===== src/rtl/iram_mon_arbiter.sv =====
// Shares the instruction RAM port between CPU fetch and the debug monitor, stalling the
// pipeline around monitor accesses and rationing monitor bursts while the CPU runs.
module iram_mon_arbiter #(
  parameter int unsigned IWIDTH    = 12,
  parameter int unsigned BURST_MAX = 8,
  parameter int unsigned GAP_CYC   = 4
) (
  input  logic              clk,
  input  logic              rst_n,
  input  logic              cpu_run,
  input  logic              pipe_idle,
  input  logic              mon_req,
  input  logic              mon_we,
  input  logic [IWIDTH-1:0] mon_adr,
  input  logic [31:0]       mon_wdata,
  output logic              mon_busy,
  output logic              mon_ack,
  output logic [31:0]       mon_rdata,
  output logic              stall_mon,
  output logic              i_read_sel,
  output logic [IWIDTH-1:0] i_ram_radr,
  output logic [IWIDTH-1:0] i_ram_wadr,
  output logic [31:0]       i_ram_wdata,
  output logic              i_ram_wen,
  input  logic [31:0]       i_ram_rdata
);

  localparam int unsigned CntW = $clog2(BURST_MAX + 1);
  localparam int unsigned GapW = $clog2(GAP_CYC + 1);

  typedef enum logic [2:0] {
    StIdle, StHold, StWrite, StRead, StRdata, StPost, StGap
  } state_e;

  state_e              r_state;
  state_e              w_state_d;
  logic [CntW-1:0]     r_cnt;
  logic [GapW-1:0]     r_gap;
  logic                r_we;
  logic [IWIDTH-1:0]   r_adr;
  logic [31:0]         r_wdata;
  logic [31:0]         r_rdata;
  logic                r_stall;
  logic                r_ack;
  logic                r_rsel;
  logic                r_wen;
  logic                w_full;
  logic                w_busy;
  logic                w_accept;

  assign w_full   = (r_cnt == CntW'(BURST_MAX));
  assign w_busy   = !((r_state == StIdle) || ((r_state == StPost) && !w_full));
  assign w_accept = mon_req && !w_busy;

  always_comb begin
    w_state_d = r_state;
    unique case (r_state)
      StIdle: begin
        if (w_accept) w_state_d = cpu_run ? StHold : (mon_we ? StWrite : StRead);
      end
      StHold: begin
        if (pipe_idle) w_state_d = r_we ? StWrite : StRead;
      end
      StWrite: w_state_d = StPost;
      StRead:  w_state_d = StRdata;
      StRdata: w_state_d = StPost;
      StPost: begin
        if (w_accept)             w_state_d = mon_we ? StWrite : StRead;
        else if (w_full && cpu_run) w_state_d = StGap;
        else                      w_state_d = StIdle;
      end
      StGap: begin
        if (r_gap == '0) w_state_d = StIdle;
      end
      default: w_state_d = StIdle;
    endcase
  end

  // Outputs are registered from the next state so they are clean decodes of r_state.
  always_ff @(posedge clk or negedge rst_n) begin
    if (!rst_n) begin
      r_state <= StIdle;
      r_cnt   <= '0;
      r_gap   <= '0;
      r_we    <= 1'b0;
      r_adr   <= '0;
      r_wdata <= '0;
      r_rdata <= '0;
      r_stall <= 1'b0;
      r_ack   <= 1'b0;
      r_rsel  <= 1'b0;
      r_wen   <= 1'b0;
    end else begin
      r_state <= w_state_d;
      if (w_accept) begin
        r_we    <= mon_we;
        r_adr   <= mon_adr;
        r_wdata <= mon_wdata;
      end
      if (w_accept && cpu_run) begin
        r_cnt <= r_cnt + CntW'(1);
      end else if ((w_state_d == StIdle) || (w_state_d == StGap)) begin
        r_cnt <= '0;
      end
      if ((w_state_d == StGap) && (r_state != StGap)) begin
        r_gap <= GapW'(GAP_CYC - 1);
      end else if (r_gap != '0) begin
        r_gap <= r_gap - GapW'(1);
      end
      if (r_state == StRdata) r_rdata <= i_ram_rdata;
      // Stall only for windows that began with the CPU running; chained accesses keep it.
      r_stall <= (w_state_d == StHold) ||
                 (r_stall && (w_state_d inside {StWrite, StRead, StRdata, StPost}));
      r_ack   <= (w_state_d == StPost);
      r_rsel  <= (w_state_d inside {StRead, StRdata});
      r_wen   <= (w_state_d == StWrite);
    end
  end

  assign mon_busy    = w_busy;
  assign mon_ack     = r_ack;
  assign mon_rdata   = r_rdata;
  assign stall_mon   = r_stall;
  assign i_read_sel  = r_rsel;
  assign i_ram_radr  = r_adr;
  assign i_ram_wadr  = r_adr;
  assign i_ram_wdata = r_wdata;
  assign i_ram_wen   = r_wen;

endmodule


===== config.mk =====
export PLATFORM = sky130hd
export DESIGN_NAME = iram_mon_arbiter
export DESIGN_NICKNAME = d
export VERILOG_FILES = /design/src/rtl/iram_mon_arbiter.sv
export SDC_FILE = /design/constraint.sdc
export NUM_CORES = 1
export LEC_CHECK = 0
export CAP_MARGIN = 15
export CELL_PAD_IN_SITES_DETAIL_PLACEMENT = 0
export CELL_PAD_IN_SITES_GLOBAL_PLACEMENT = 2
export CORE_MARGIN = 4
export CORE_UTILIZATION = 24
export CTS_BUF_LIST = sky130_fd_sc_hd__clkbuf_16
export DETAILED_ROUTE_END_ITERATION = 6
export HOLD_SLACK_MARGIN = 0.05
export PLACE_DENSITY = 0.79
export REMOVE_ABC_BUFFERS = 1
export SYNTH_ARGS = -nofsm -noshare
export SYNTH_HDL_FRONTEND = slang
export SYNTH_SLANG_ARGS = --single-unit

===== constraint.sdc =====
create_clock -name clk -period 1.78 [get_ports clk]
set_input_delay 0.356 -clock clk [delete_from_list [all_inputs] [get_ports clk]]
set_output_delay 0.356 -clock clk [all_outputs]
set_load 0.02 [all_outputs]

# Yosys cells after proc, flatten, opt, wreduce, memory -nomap -nowiden
# Index checks and enable logic that the tools add are counted.
[word_totals]
elab_cells = 60
ff_bits = 91
input_bits = 82
[op_classes]
n_reduce_logical = 20
eq_ne = 14
n_addsub = 2
n_mux = 13
[ops]
columns = ["operator", "count"]
rows = [
  ["$mux W3", 8],
  ["$eq A3 B3 Y1 const B", 6],
  ["$pmux W3 S6", 1],
  ["$eq A3 B2 Y1 const B", 4],
  ["$logic_not A3 Y1", 3],
  ["$mux W4", 2],
  ["$eq A3 B1 Y1 const B", 2],
  ["$logic_and A1 B1 Y1", 6],
  ["$reduce_bool A2 Y1", 3],
  ["$add A4 B1 Y4 const B", 1],
  ["$eq A4 B4 Y1 const B", 1],
  ["$reduce_bool A4 Y1", 1],
  ["$logic_or A1 B1 Y1", 3],
  ["$ne A3 B3 Y1 const B", 1],
  ["$reduce_bool A3 Y1", 1],
  ["$sub A3 B1 Y3 const B", 1],
  ["$logic_not A1 Y1", 2],
  ["$mux W1", 2],
  ["$reduce_or A2 Y1", 1],
]

# Longest topological paths before layout
[depth]
ltp_word = 11
ltp_mapped = 8
ltp_nobuf = 7

# Least setup slack after synthesis
# OpenSTA, ideal clock, no wires.
[synth_timing]
path_type = "reg-to-reg"
start = "reg r_cnt[0]"
end = "reg r_adr[0] (netlist: i_ram_radr[0])"
arrival_time_ns = 1.638
n_path_buf = 2
stages_incl_launch_ff = 9
setup_slack_ns = 0.016
required_ns = 1.655
cell_sequence = "dfrtp_1 inv_1 ha_1 nand3b_1 a21boi_4 nor3b_2 buf_6 buf_12 mux2_4"
[synth_between]
elab_chain_len = 5
[synth_rtl]
columns = ["item", "line", "text"]
rows = [
  ["start: declaration", "37", "logic [CntW-1:0] r_cnt;"],
  ["start signal: assignment", "101", "r_cnt <= r_cnt + CntW'(1);"],
  ["$eq A4 B4 Y1", "51", "assign w_full = (r_cnt == CntW'(BURST_MAX));"],
  ["$logic_not A1 Y1", "52", "assign w_busy = !((r_state == StIdle) || ((r_state == StPost) && !w_full));"],
  ["$logic_and A1 B1 Y1", "52", ""],
  ["$logic_or A1 B1 Y1", "52", ""],
  ["$logic_and A1 B1 Y1", "53", "assign w_accept = mon_req && !w_busy;"],
  ["end signal: assignment", "97", "r_adr <= mon_adr;"],
  ["end: declaration", "40", "logic [IWIDTH-1:0] r_adr;"],
]
# No other way between the ends.
# A chain may end at the register's enable or synchronous reset.

# Final worst setup path
[layout_timing]
start = "reg r_cnt[0]"
end = "reg r_wdata[26] (netlist: i_ram_wdata[26])"
[layout_between]
elab_chain_len = 5
[layout_rtl]
columns = ["item", "line", "text"]
rows = [
  ["$eq A4 B4 Y1", "51", ""],
  ["$logic_not A1 Y1", "52", ""],
  ["$logic_and A1 B1 Y1", "52", ""],
  ["$logic_or A1 B1 Y1", "52", ""],
  ["$logic_and A1 B1 Y1", "53", ""],
  ["end signal: assignment", "98", "r_wdata <= mon_wdata;"],
  ["end: declaration", "41", "logic [31:0] r_wdata;"],
]
# No other way between the ends.

==> qor.csv <==
stage;metric;value;unit
outcome;status;finished with violations;
outcome;failing checks;negative setup slack;
critical_path;worst path arrival time;2.09;ns
min_path;Hold Path Class;flop to flop;
routing;DRC;0;
clocking;TritonCTS clock tree;done;
critical_path;crit end category;flop;
logic_synthesis;Post-Syn Area;3970;sq um
global_route;first-pass GRT wire length;15500;um
placement;placed cell count;656;
placement;dpl hpwl;7150;um
die;total die area;18700;sq um
layout;fin util;0.409;
critical_path;Setup crit start;r_cnt[0]$_DFFE_PN0P_;
global_route;number of global-route vias before repair;3038;
global_route;largest net degree at the start of global routing;48;
logic_synthesis;Yosys reg bits;91;
die;Die X;137;um
placement;port buffer count;174;
logic_synthesis;Mean Syn Cell Area;15.2;sq um
die;Starting Density;0.247;
routing;DRT iter0 DRCs;64;
pwr;maximum vdd drop;0.923;mV
die;Die Y;137;um
clocking;Root Driver;clkbuf_16;
sta;Worst Tran Pin Value;0.559;ns
run;max-cap violations;0;
sta;Max Freq;536;MHz
routing;Initial DRT Pass Iterations;4;
global_route;GRT Overall Usage;0.108;
sta;RSZ-0062 raised after global routing;yes;
pwr;Overall Power;12.8;mW
routing;Via-to-Cell Ratio;4.03;
critical_path;Critical R2R Launch;r_cnt[0]$_DFFE_PN0P_;
routing;Detail Route Antenna Nets;0;
sta;Final Hold Viols;0;
pwr;Pleak;2.86;nW
sta;Tmin final;1.87;ns
pwr;Pwr Density;1950;nW/um^2
layout;commonest cells after routing, fill and taps aside;clkdlybuf4s50_1 (168), dfrtp_1 (91), mux2_4 (45);
global_route;initial antenna violation count;0;
clocking;cts bufs inserted;9;
critical_path;Critical Path RT;2.00;ns
min_path;hold_sp;r_gap[1]$_DFFE_PN0P_;
clocking;Clock Path Buffers;2;
sta;Final setup viols;32;
global_route;GRT overflow;0;
clocking;Skew-Pair Late Insertion Delay;0.34;ns
clocking;H-tree depth;3;
layout;share of layout cells above drive strength 1;0.294;
placement;Final GP Congestion;0.736;
clocking;Clock Sink Count;91;
logic_synthesis;number of distinct library cells after synthesis;38;
sta;final worst setup slack;-0.0867;ns
clocking;Reg clk slew, reported paths;0.06;ns
sta;crit share post-route;1.05;
critical_path;Crit Path Class;flop to flop;
routing;final WL;9860;um
critical_path;worst-path maximum fanout;6;
layout;Layout Cells excl Fill;685;
critical_path;critical path launch point type;flop;
logic_synthesis;Synth Instances;261;
layout;Antenna Cells;0;
layout;synthesis-to-layout area growth;65.3;%
layout;commonest non-fill, non-tap cell in the layout;clkdlybuf4s50_1;
routing;Routed wire per std cell;14.4;um
placement;pre-CTS setup slack;-0.200;ns
die;num rows;46;
logic_synthesis;YS warnings;0;
sta;slew margin rel.;0.628;
die;core box area;16100;sq um
sta;clk_skew;0.00617;ns
die;io pins;175;
sta;fin. max-slew vios;0;
logic_synthesis;part of the Yosys area used for sequential elements;0.573;
layout;fin nets;550;
routing;routed vias;2763;
report_power, final:
part	leakage [nW]	total (mW)	internal (mW)	switching (mW)
combinational	1.62	7.27	4.17	3.09
sequential	1.09	3.70	3.11	0.586
clock	0.152	1.82	1.06	0.756
total	2.86	12.8	8.35	4.44
metal layers:
layer / GRT usage / vias up / wire length (um)
li1: - / 1298 / -
met1: 0.127 / 1321 / 4200
met2: 0.167 / 132 / 4370
met3: 0.0500 / 12 / 1120
met4: 0.0504 / 0 / 175
met5: 0 / - / 0
cells by family after synthesis:
kind of cell | count (synthesis) | synth area share
simple gates | 33 | 0.0460
fa+ha+maj | 4 | 0.0126
xor+xnor | 2 | 0.00441
flops | 91 | 0.573
mux | 80 | 0.264
buf+inv | 30 | 0.0617
compound gates | 21 | 0.0381
registers in the layout, indices dropped and copies added (netlist names), 3 cells and up:
name / cells
r_gap: 3
i_ram_radr: 12
r_cnt: 4
i_ram_wdata: 32
mon_rdata: 32
r_state: 3
per-stage QoR:
stage / cell area (sq um) / TNS (ns) / hold WS [ns]
3_5_place_dp: 6070 / -6.71 / 0.357
5_1_grt: 6570 / -4.90 / 0.516
6_report: 6570 / -1.64 / 0.496
4_1_cts: 6530 / -3.14 / 0.496
2_1_floorplan: 3750 / -131.89 / 0.0604
3_3_place_gp: 6070 / -6.01 / 0.355
layout make-up:
class                   count  area (sq um)
well taps                 216           270
flip-flops and latches     91          2280
clock buffers               9           225
fillers                  1467          9490
multi-input cells         140          1490
inverters                   6          22.5
clock inverters             7          53.8
repair buffers            216          2230
critical path, stage by stage (launching register included):
cell and delay, ns:
dfrtp_1 0.34, inv_1 0.04, ha_1 0.18, nand3b_1 0.15
a21boi_4 0.09, nor3b_4 0.21, buf_12 0.17, buf_12 0.12
clkbuf_16 0.14, mux2_4 0.29
cell usage after synthesis (all sizes together):
library cell	instances	area [sq um]
nand2b	7	43.8
nor3b	1	12.5
nand4	1	6.26
o221ai	1	8.76
dfrtp	91	2280
nand3b	1	7.51
o22ai	1	6.26
a21oi	4	20.0
nand2	4	15.0
clkbuf	1	5.00
xor2	1	8.76
a21boi	2	26.3
or3	1	6.26
a31o	2	17.5
a211o	1	8.76
a31oi	1	6.26
buf	23	218
xnor2	1	8.76
o211ai	4	30.0
nor2b	2	12.5
mux2	78	1030
nor3	1	5.00
ha	4	50.1
and3	1	6.26
o21a	1	7.51
mux2i	2	20.0
inv	6	22.5
or2	3	18.8
o21ai	4	20.0
and2	1	8.76
nor2	8	30.0
nand3	2	10.0
path summary, 6_finish.rpt:
| path | end | slack, ns | cells past startpoint |
|---|---|---|---|
| worst max-delay path | i_ram_wdata[26]$_DFFE_PN0N_ | -0.09 | 9 |
| worst min-delay path | r_gap[1]$_DFFE_PN0P_ | 0.50 | 1 |
| worst max register to register | i_ram_wdata[26]$_DFFE_PN0N_ | -0.09 | 9 |
| worst min register to register | r_gap[1]$_DFFE_PN0P_ | 0.50 | 1 |
| max in group asynchronous | i_ram_wdata[19]$_DFFE_PN0N_ | 0.70 | 3 |
| min in group asynchronous | i_read_sel$_DFF_PN0_ | 0.56 | 3 |
what timing repair did:
item | in CTS | in global routing
cloned | 1 | 1
hold buffers | 1 | 0
buffers inserted | 8 | 4
resized for setup | 18 | 12
pin swaps | 2 | 2
hold endpoints to repair | 47 | 0
endpoints found under the setup margin | 28 | 55
(Power assumes the default switching activity.)
